## src/rtl/dmem_lsu.sv

```systemverilog
// Load/store initiator between the pipeline memory stage and a word-only dmem port.
// Sub-word stores are done as read-modify-write; loads are lane-selected and sign/zero-extended.
module dmem_lsu #(
  parameter int ADDR_W = 32
) (
  input  logic              clk,
  input  logic              rst,
  input  logic              req_valid,
  output logic              req_ready,
  input  logic              req_we,
  input  logic [1:0]        req_size,
  input  logic              req_unsigned,
  input  logic [ADDR_W-1:0] req_addr,
  input  logic [31:0]       req_wdata,
  output logic              resp_valid,
  output logic [31:0]       resp_rdata,
  output logic              resp_err,
  output logic              mem_we,
  output logic [ADDR_W-1:0] mem_addr,
  output logic [31:0]       mem_wdata,
  input  logic [31:0]       mem_rdata,
  output logic [2:0]        dbg_state
);

  // Handshake: a request transfers on a rising edge where req_valid && req_ready;
  // the producer holds req_valid until then. resp_valid is a single-cycle pulse
  // with no backpressure.
  typedef enum logic [2:0] {
    S_IDLE   = 3'd0,
    S_LOAD   = 3'd1,
    S_STORE  = 3'd2,
    S_RMW_RD = 3'd3,
    S_RMW_WR = 3'd4,
    S_RESP   = 3'd5
  } state_t;

  state_t              r_state;
  state_t              w_next;
  logic                r_we_q;
  logic [1:0]          r_size_q;
  logic                r_unsigned_q;
  logic [ADDR_W-1:0]   r_addr_q;
  logic [31:0]         r_wdata_q;
  logic                r_err_q;
  logic [31:0]         r_rdata_q;
  logic [31:0]         r_merge_q;

  logic                w_hs;
  logic                w_req_err;
  logic [7:0]          w_byte;
  logic [15:0]         w_half;
  logic [31:0]         w_load;
  logic [31:0]         w_merge;

  assign w_hs      = req_valid && req_ready;
  assign w_req_err = (req_size == 2'd3) ||
                     ((req_size == 2'd1) && req_addr[0]) ||
                     ((req_size == 2'd2) && (req_addr[1:0] != 2'b00));

  // Lane extraction for loads and lane replacement for sub-word stores.
  always_comb begin
    w_byte  = 8'h00;
    w_merge = mem_rdata;
    case (r_addr_q[1:0])
      2'd0:    w_byte = mem_rdata[7:0];
      2'd1:    w_byte = mem_rdata[15:8];
      2'd2:    w_byte = mem_rdata[23:16];
      default: w_byte = mem_rdata[31:24];
    endcase
    w_half = r_addr_q[1] ? mem_rdata[31:16] : mem_rdata[15:0];
    case (r_size_q)
      2'd0:    w_load = r_unsigned_q ? {24'h0, w_byte} : {{24{w_byte[7]}}, w_byte};
      2'd1:    w_load = r_unsigned_q ? {16'h0, w_half} : {{16{w_half[15]}}, w_half};
      default: w_load = mem_rdata;
    endcase
    if (r_size_q == 2'd0) begin
      case (r_addr_q[1:0])
        2'd0:    w_merge[7:0]   = r_wdata_q[7:0];
        2'd1:    w_merge[15:8]  = r_wdata_q[7:0];
        2'd2:    w_merge[23:16] = r_wdata_q[7:0];
        default: w_merge[31:24] = r_wdata_q[7:0];
      endcase
    end else if (r_addr_q[1]) begin
      w_merge[31:16] = r_wdata_q[15:0];
    end else begin
      w_merge[15:0] = r_wdata_q[15:0];
    end
  end

  always_comb begin
    w_next     = r_state;
    req_ready  = 1'b0;
    resp_valid = 1'b0;
    mem_we     = 1'b0;
    mem_wdata  = 32'h0;
    case (r_state)
      S_IDLE: begin
        req_ready = !rst;
        if (w_hs) begin
          if (w_req_err)              w_next = S_RESP;
          else if (!req_we)           w_next = S_LOAD;
          else if (req_size == 2'd2)  w_next = S_STORE;
          else                        w_next = S_RMW_RD;
        end
      end
      S_LOAD:   w_next = S_RESP;
      S_STORE: begin
        mem_we    = !rst;
        mem_wdata = r_wdata_q;
        w_next    = S_RESP;
      end
      S_RMW_RD: w_next = S_RMW_WR;
      S_RMW_WR: begin
        mem_we    = !rst;
        mem_wdata = r_merge_q;
        w_next    = S_RESP;
      end
      S_RESP: begin
        resp_valid = !rst;
        w_next     = S_IDLE;
      end
      default:  w_next = S_IDLE;
    endcase
  end

  always_ff @(posedge clk) begin
    if (rst) begin
      r_state      <= S_IDLE;
      r_we_q       <= 1'b0;
      r_size_q     <= 2'd0;
      r_unsigned_q <= 1'b0;
      r_addr_q     <= '0;
      r_wdata_q    <= 32'h0;
      r_err_q      <= 1'b0;
      r_rdata_q    <= 32'h0;
      r_merge_q    <= 32'h0;
    end else begin
      r_state <= w_next;
      if (w_hs) begin
        r_we_q       <= req_we;
        r_size_q     <= req_size;
        r_unsigned_q <= req_unsigned;
        r_addr_q     <= req_addr;
        r_wdata_q    <= req_wdata;
        r_err_q      <= w_req_err;
        r_rdata_q    <= 32'h0;
      end
      if (r_state == S_LOAD)   r_rdata_q <= w_load;
      if (r_state == S_RMW_RD) r_merge_q <= w_merge;
    end
  end

  // rdata_q stays 0 for stores and errors because it is cleared at capture.
  assign resp_rdata = resp_valid ? r_rdata_q : 32'h0;
  assign resp_err   = resp_valid && r_err_q;
  assign mem_addr   = {r_addr_q[ADDR_W-1:2], 2'b00};
  assign dbg_state  = r_state;

endmodule
```

## config.mk

```make
export PLATFORM = sky130hd
export DESIGN_NAME = dmem_lsu
export DESIGN_NICKNAME = d
export VERILOG_FILES = /design/src/rtl/dmem_lsu.sv
export SDC_FILE = /design/constraint.sdc
export NUM_CORES = 1
export LEC_CHECK = 0
export BUFFER_PORTS_ARGS = -buffer_cell sky130_fd_sc_hd__buf_2
export CAP_MARGIN = 10
export CORE_MARGIN = 3
export CORE_UTILIZATION = 51
export CTS_CLUSTER_SIZE = 8
export DETAILED_ROUTE_END_ITERATION = 10
export PLACE_DENSITY = 0.79
export SETUP_SLACK_MARGIN = 0.4
export SLEW_MARGIN = 20
export SYNTH_ARGS = -nofsm -noshare
export SYNTH_HDL_FRONTEND = slang
export SYNTH_SLANG_ARGS = --single-unit
```

## constraint.sdc

```tcl
create_clock -name clk -period 1.9 [get_ports clk]
set_input_delay 0.095 -clock clk [delete_from_list [all_inputs] [get_ports clk]]
set_output_delay 0.095 -clock clk [all_outputs]
set_load 0.1 [all_outputs]
```

==> run metrics, run 1 <==
count of cell types in the netlist=42; #FFs+latches synth=135; CTS root buf=clkbuf_16; post-synth top area share=0.417; synth warn=0; I/O Pins=206; hold_buf cts=84; CTS Buf Count=17; Max clock buf depth=2; chip height=119 µm; status=aborted with a tool error; clk sinks=135; row count=40; EDFF count, synth=0; cell with the most instances after synthesis=nand2_1; Primary FF master, synth=dfxtp_1; Syn Inst Count=756; Commonest cells post-synth=nand2_1 (173), dfxtp_1 (135), nand3b_1 (66); PostCTS Resize Cnt=184; sequential share of the synthesized area=0.417; Err=[ERROR DPL-0033] detailed placement checks failed during check placement.; Mapped Area=6480 µm²; post-synth top area cell=dfxtp_1; H-tree Lvls=4; HPWL after DPL=14100 µm; Starting Density=0.531; gp weighted congestion=0.945; Die X=119 µm; Avg Cell Area, Syn=8.57 µm²; Port Buffers=203; Synth area leaders=dfxtp_1 (42%), nand2_1 (10%), nand3b_1 (7.6%); Stopped at=clock tree synthesis; asr flop ratio synth=0; number of buffers added for setup after CTS=46; Placed Instances=1062
==> logic make-up after synthesis <==
group,after synthesis,synth area share
AO/OA/AOI/OAI,148,0.181
buffers and inverters,98,0.0830
flip-flops,135,0.417
multiplexers,26,0.0419
other,1,0.000579
AND/OR/NAND/NOR,348,0.276
==> per-stage QoR <==
stage | setup slack [ns] | cell area [µm²] | TNS (ns) | utilization
after global placement | 0.0969 | 8900 | 0 | 0.729
after floorplan | -0.593 | 7070 | -49.90 | -
after detailed placement | 0.0100 | 8900 | 0 | 0.729
==> inputs of run 2 (changes only) <==
CORE_UTILIZATION = 37   (was 51)
CTS_CLUSTER_SIZE = unset   (was 8)
PLACE_DENSITY = unset   (was 0.79)
PLACE_DENSITY_LB_ADDON = 0.15   (was unset)
SETUP_SLACK_MARGIN = unset   (was 0.4)
==> run 2 against run 1 <==
The flow now finishes, with violations (setup timing). Area after synthesis unchanged. Synthesized cell count unchanged.
==> run metrics, run 2 <==
VDD IR-drop max=0.659 mV; Area after DPL=8970 µm² (+0.76%); total grt overflow=0; status=complete, but fails checks; CP cell instances=or3b_4, nor2_4, buf_6, buf_12, and2_4, buf_12; Final Total Pwr=8300 µW; total routed wirelength=23100 µm; Avg Cell Area, Syn=8.57 µm² (unchanged); diode count=0; post-synth top area share=0.417 (unchanged); clock power share=0.380; Fin Setup TNS=-4.08 ns; Seq pwr share=0.383; CP max stage delay=0.40 ns; CP required=1.80 ns; Hold Crit Class=in -> reg; worst skew pair latency=0.43 ns; NetSw=2590 µW; relative slew slack=0.417; Via density=5.19; crit-path max FO=9; gp weighted congestion=0.863 (-8.7%); Synth area leaders=dfxtp_1 (42%), nand2_1 (10%), nand3b_1 (7.6%); DRT Pass-1 Iters=5; vias in the first global route=6523; Final setup viols=50; most common cell after layout, fill and taps aside=nand2_1; Final Hold Fails=0; final worst setup slack=-0.152 ns; Setup crit end kind=output pin; Mapped Area=6480 µm² (unchanged); synth warn=0 (unchanged); #FFs+latches synth=135 (unchanged); Core Util, Final=0.640; Least-Margin Pin Slew=0.874 ns; leakage power=0.00482 µW; Die ar.=19100 µm²; Syn Inst Count=756 (unchanged); Commonest cells post-synth=nand2_1 (173), dfxtp_1 (135), nand3b_1 (66); area occupied by registers=2710 µm²; residual DRC count=0; vias post-DR=6493; Final ANT Viol Nets=0; P&R area growth vs syn=66.6%; multi-input logic area=3680 µm²; Slowest-stage cell, CP=or3b_4; PwrDens=769 nW/µm²; Primary FF master, synth=dfxtp_1; row count=47 (+18%); Starting Density=0.384 (-0.147); CTS Buf Count=17 (unchanged); leading cell types in the layout, fill and taps excluded=nand2_1 (172), buf_2 (135), dfxtp_1 (132); EDFF count, synth=0 (unchanged); Pint=5710 µW; first-pass GRT wire length=36100 µm; Fmax=487 MHz; count of cell types in the netlist=42 (unchanged); H-tree Lvls=4 (unchanged); largest net degree at the start of global routing=98; CTS tree=yes; final instance area=10800 µm²; layout net count=1123; arrival time worst endpoint=1.96 ns; Final Non-Filler Cells=1252; asr flop ratio synth=0 (unchanged); I/O Pins=206 (unchanged); Sw Share=0.312; initial antenna violation count=0; most frequent CP cell=buf_12; Starting DRT DRC Count=448; RSZ-0062 raised after global routing=yes; clk sinks=135 (unchanged); cell with the most instances after synthesis=nand2_1; Max clock buf depth=2 (unchanged); Final Max Slew Viols=0; GR Util All Layers=0.236; nature of the critical path startpoint=flop; Comb pwr share=0.237; Die X=138 µm (+17%); crit share post-route=1.08; chip height=138 µm (+17%); floorplan core area=16900 µm²; violated checks=setup timing; CTS root buf=clkbuf_16; Period minus WS final=2.05 ns; clk_skew=0.0129 ns; HPWL after DPL=14700 µm (+3.7%); share of layout cells above drive strength 1=0.361; post-synth top area cell=dfxtp_1; Port Buffers=203 (unchanged); Filler Cell Count=1348; post-DR wirelength/cell=18.4 µm; critical path class=reg -> out; Placed Instances=1113 (+4.8%); Max Cap Viol=0; clk slew on worst S/H paths=0.06 ns; sequential share of the synthesized area=0.417 (unchanged)
==> run 2: cell counts after synthesis <==
Identical to the previous run, type by type.
==> run 2: final cells by class <==
type / count / share of cell area
multi-input combinational: 524 / 0.341
timing repair buffer: 340 / 0.331
sequential: 135 / 0.251
clock buffer: 26 / 0.0435
tap: 220 / 0.0255
clock inverter: 5 / 0.00695
inverter: 2 / 0.000695
==> run 2: stage by stage <==
stage	setup WS, ns	hold slack (ns)
6_report	-0.152	0.0238
5_1_grt	-0.206	0.00348
4_1_cts	-0.159	0.00300
3_5_place_dp	0.0172	0.281
3_3_place_gp	0.0243	0.278
2_1_floorplan	-0.593	0.194
==> run 2: repair_timing <==
| item | 4_1_cts | 5_1_grt |
|---|---|---|
| endpoints found under the setup margin | 81 | 95 |
| gates resized for setup | 18 | 6 |
| setup buffers | 13 | 1 |
| gates cloned | 8 | 1 |
| hold endpoints to repair | 97 | 0 |
| pin swaps | 23 | 16 |
| hold buffers | 85 | 0 |
==> run 2: critical path: cells and delay by family (launching register included) <==
| kind | cells | cell delay (ns) |
|---|---|---|
| simple gates | 3 | 0.70 |
| buf+inv | 3 | 0.47 |
| flops | 1 | 0.35 |
==> run 2: worst paths after layout <==
path | start | slack, ns | depth (start not counted) | endpoint
hold reg to reg | r_err_q | 0.46 | 2 | r_err_q
setup / recovery | dbg_state[0] | -0.15 | 6 | resp_rdata[0]
hold / removal | mem_rdata[0] | 0.02 | 3 | r_rdata_q[0]
setup reg to reg | r_size_q[1] | 0.16 | 5 | r_merge_q[8]
==> run 2: layer usage <==
| layer | vias up | GRT usage | wire length [µm] |
|---|---|---|---|
| li1 | 3161 | - | - |
| met3 | 40 | 0.0518 | 1290 |
| met2 | 261 | 0.382 | 11000 |
| met1 | 3031 | 0.312 | 10200 |
| met5 | - | 0 | 0 |
| met4 | 0 | 0.0827 | 551 |
==> run 2: kinds of logic (layout without fill, tap and decap cells) <==
kind of cell	Yosys count	count (layout)	synth area share
other cells	1	2	0.000579
mux	26	26	0.0419
buf+inv	98	373	0.0830
flops	135	135	0.417
simple gates	348	348	0.276
compound gates	148	148	0.181
==> run 2: power by group through the flow <==
stage               logic [µW]  registers [µW]  clock network, µW
floorplan                 1280            3220                  0
global placement          1660            3240                  0
finish                    1970            3180               3150
global route              2090            3200               3300
CTS                       1940            3170               3180
detailed placement        1670            3240                  0
No activity file was read; power rests on OpenSTA's default activity.
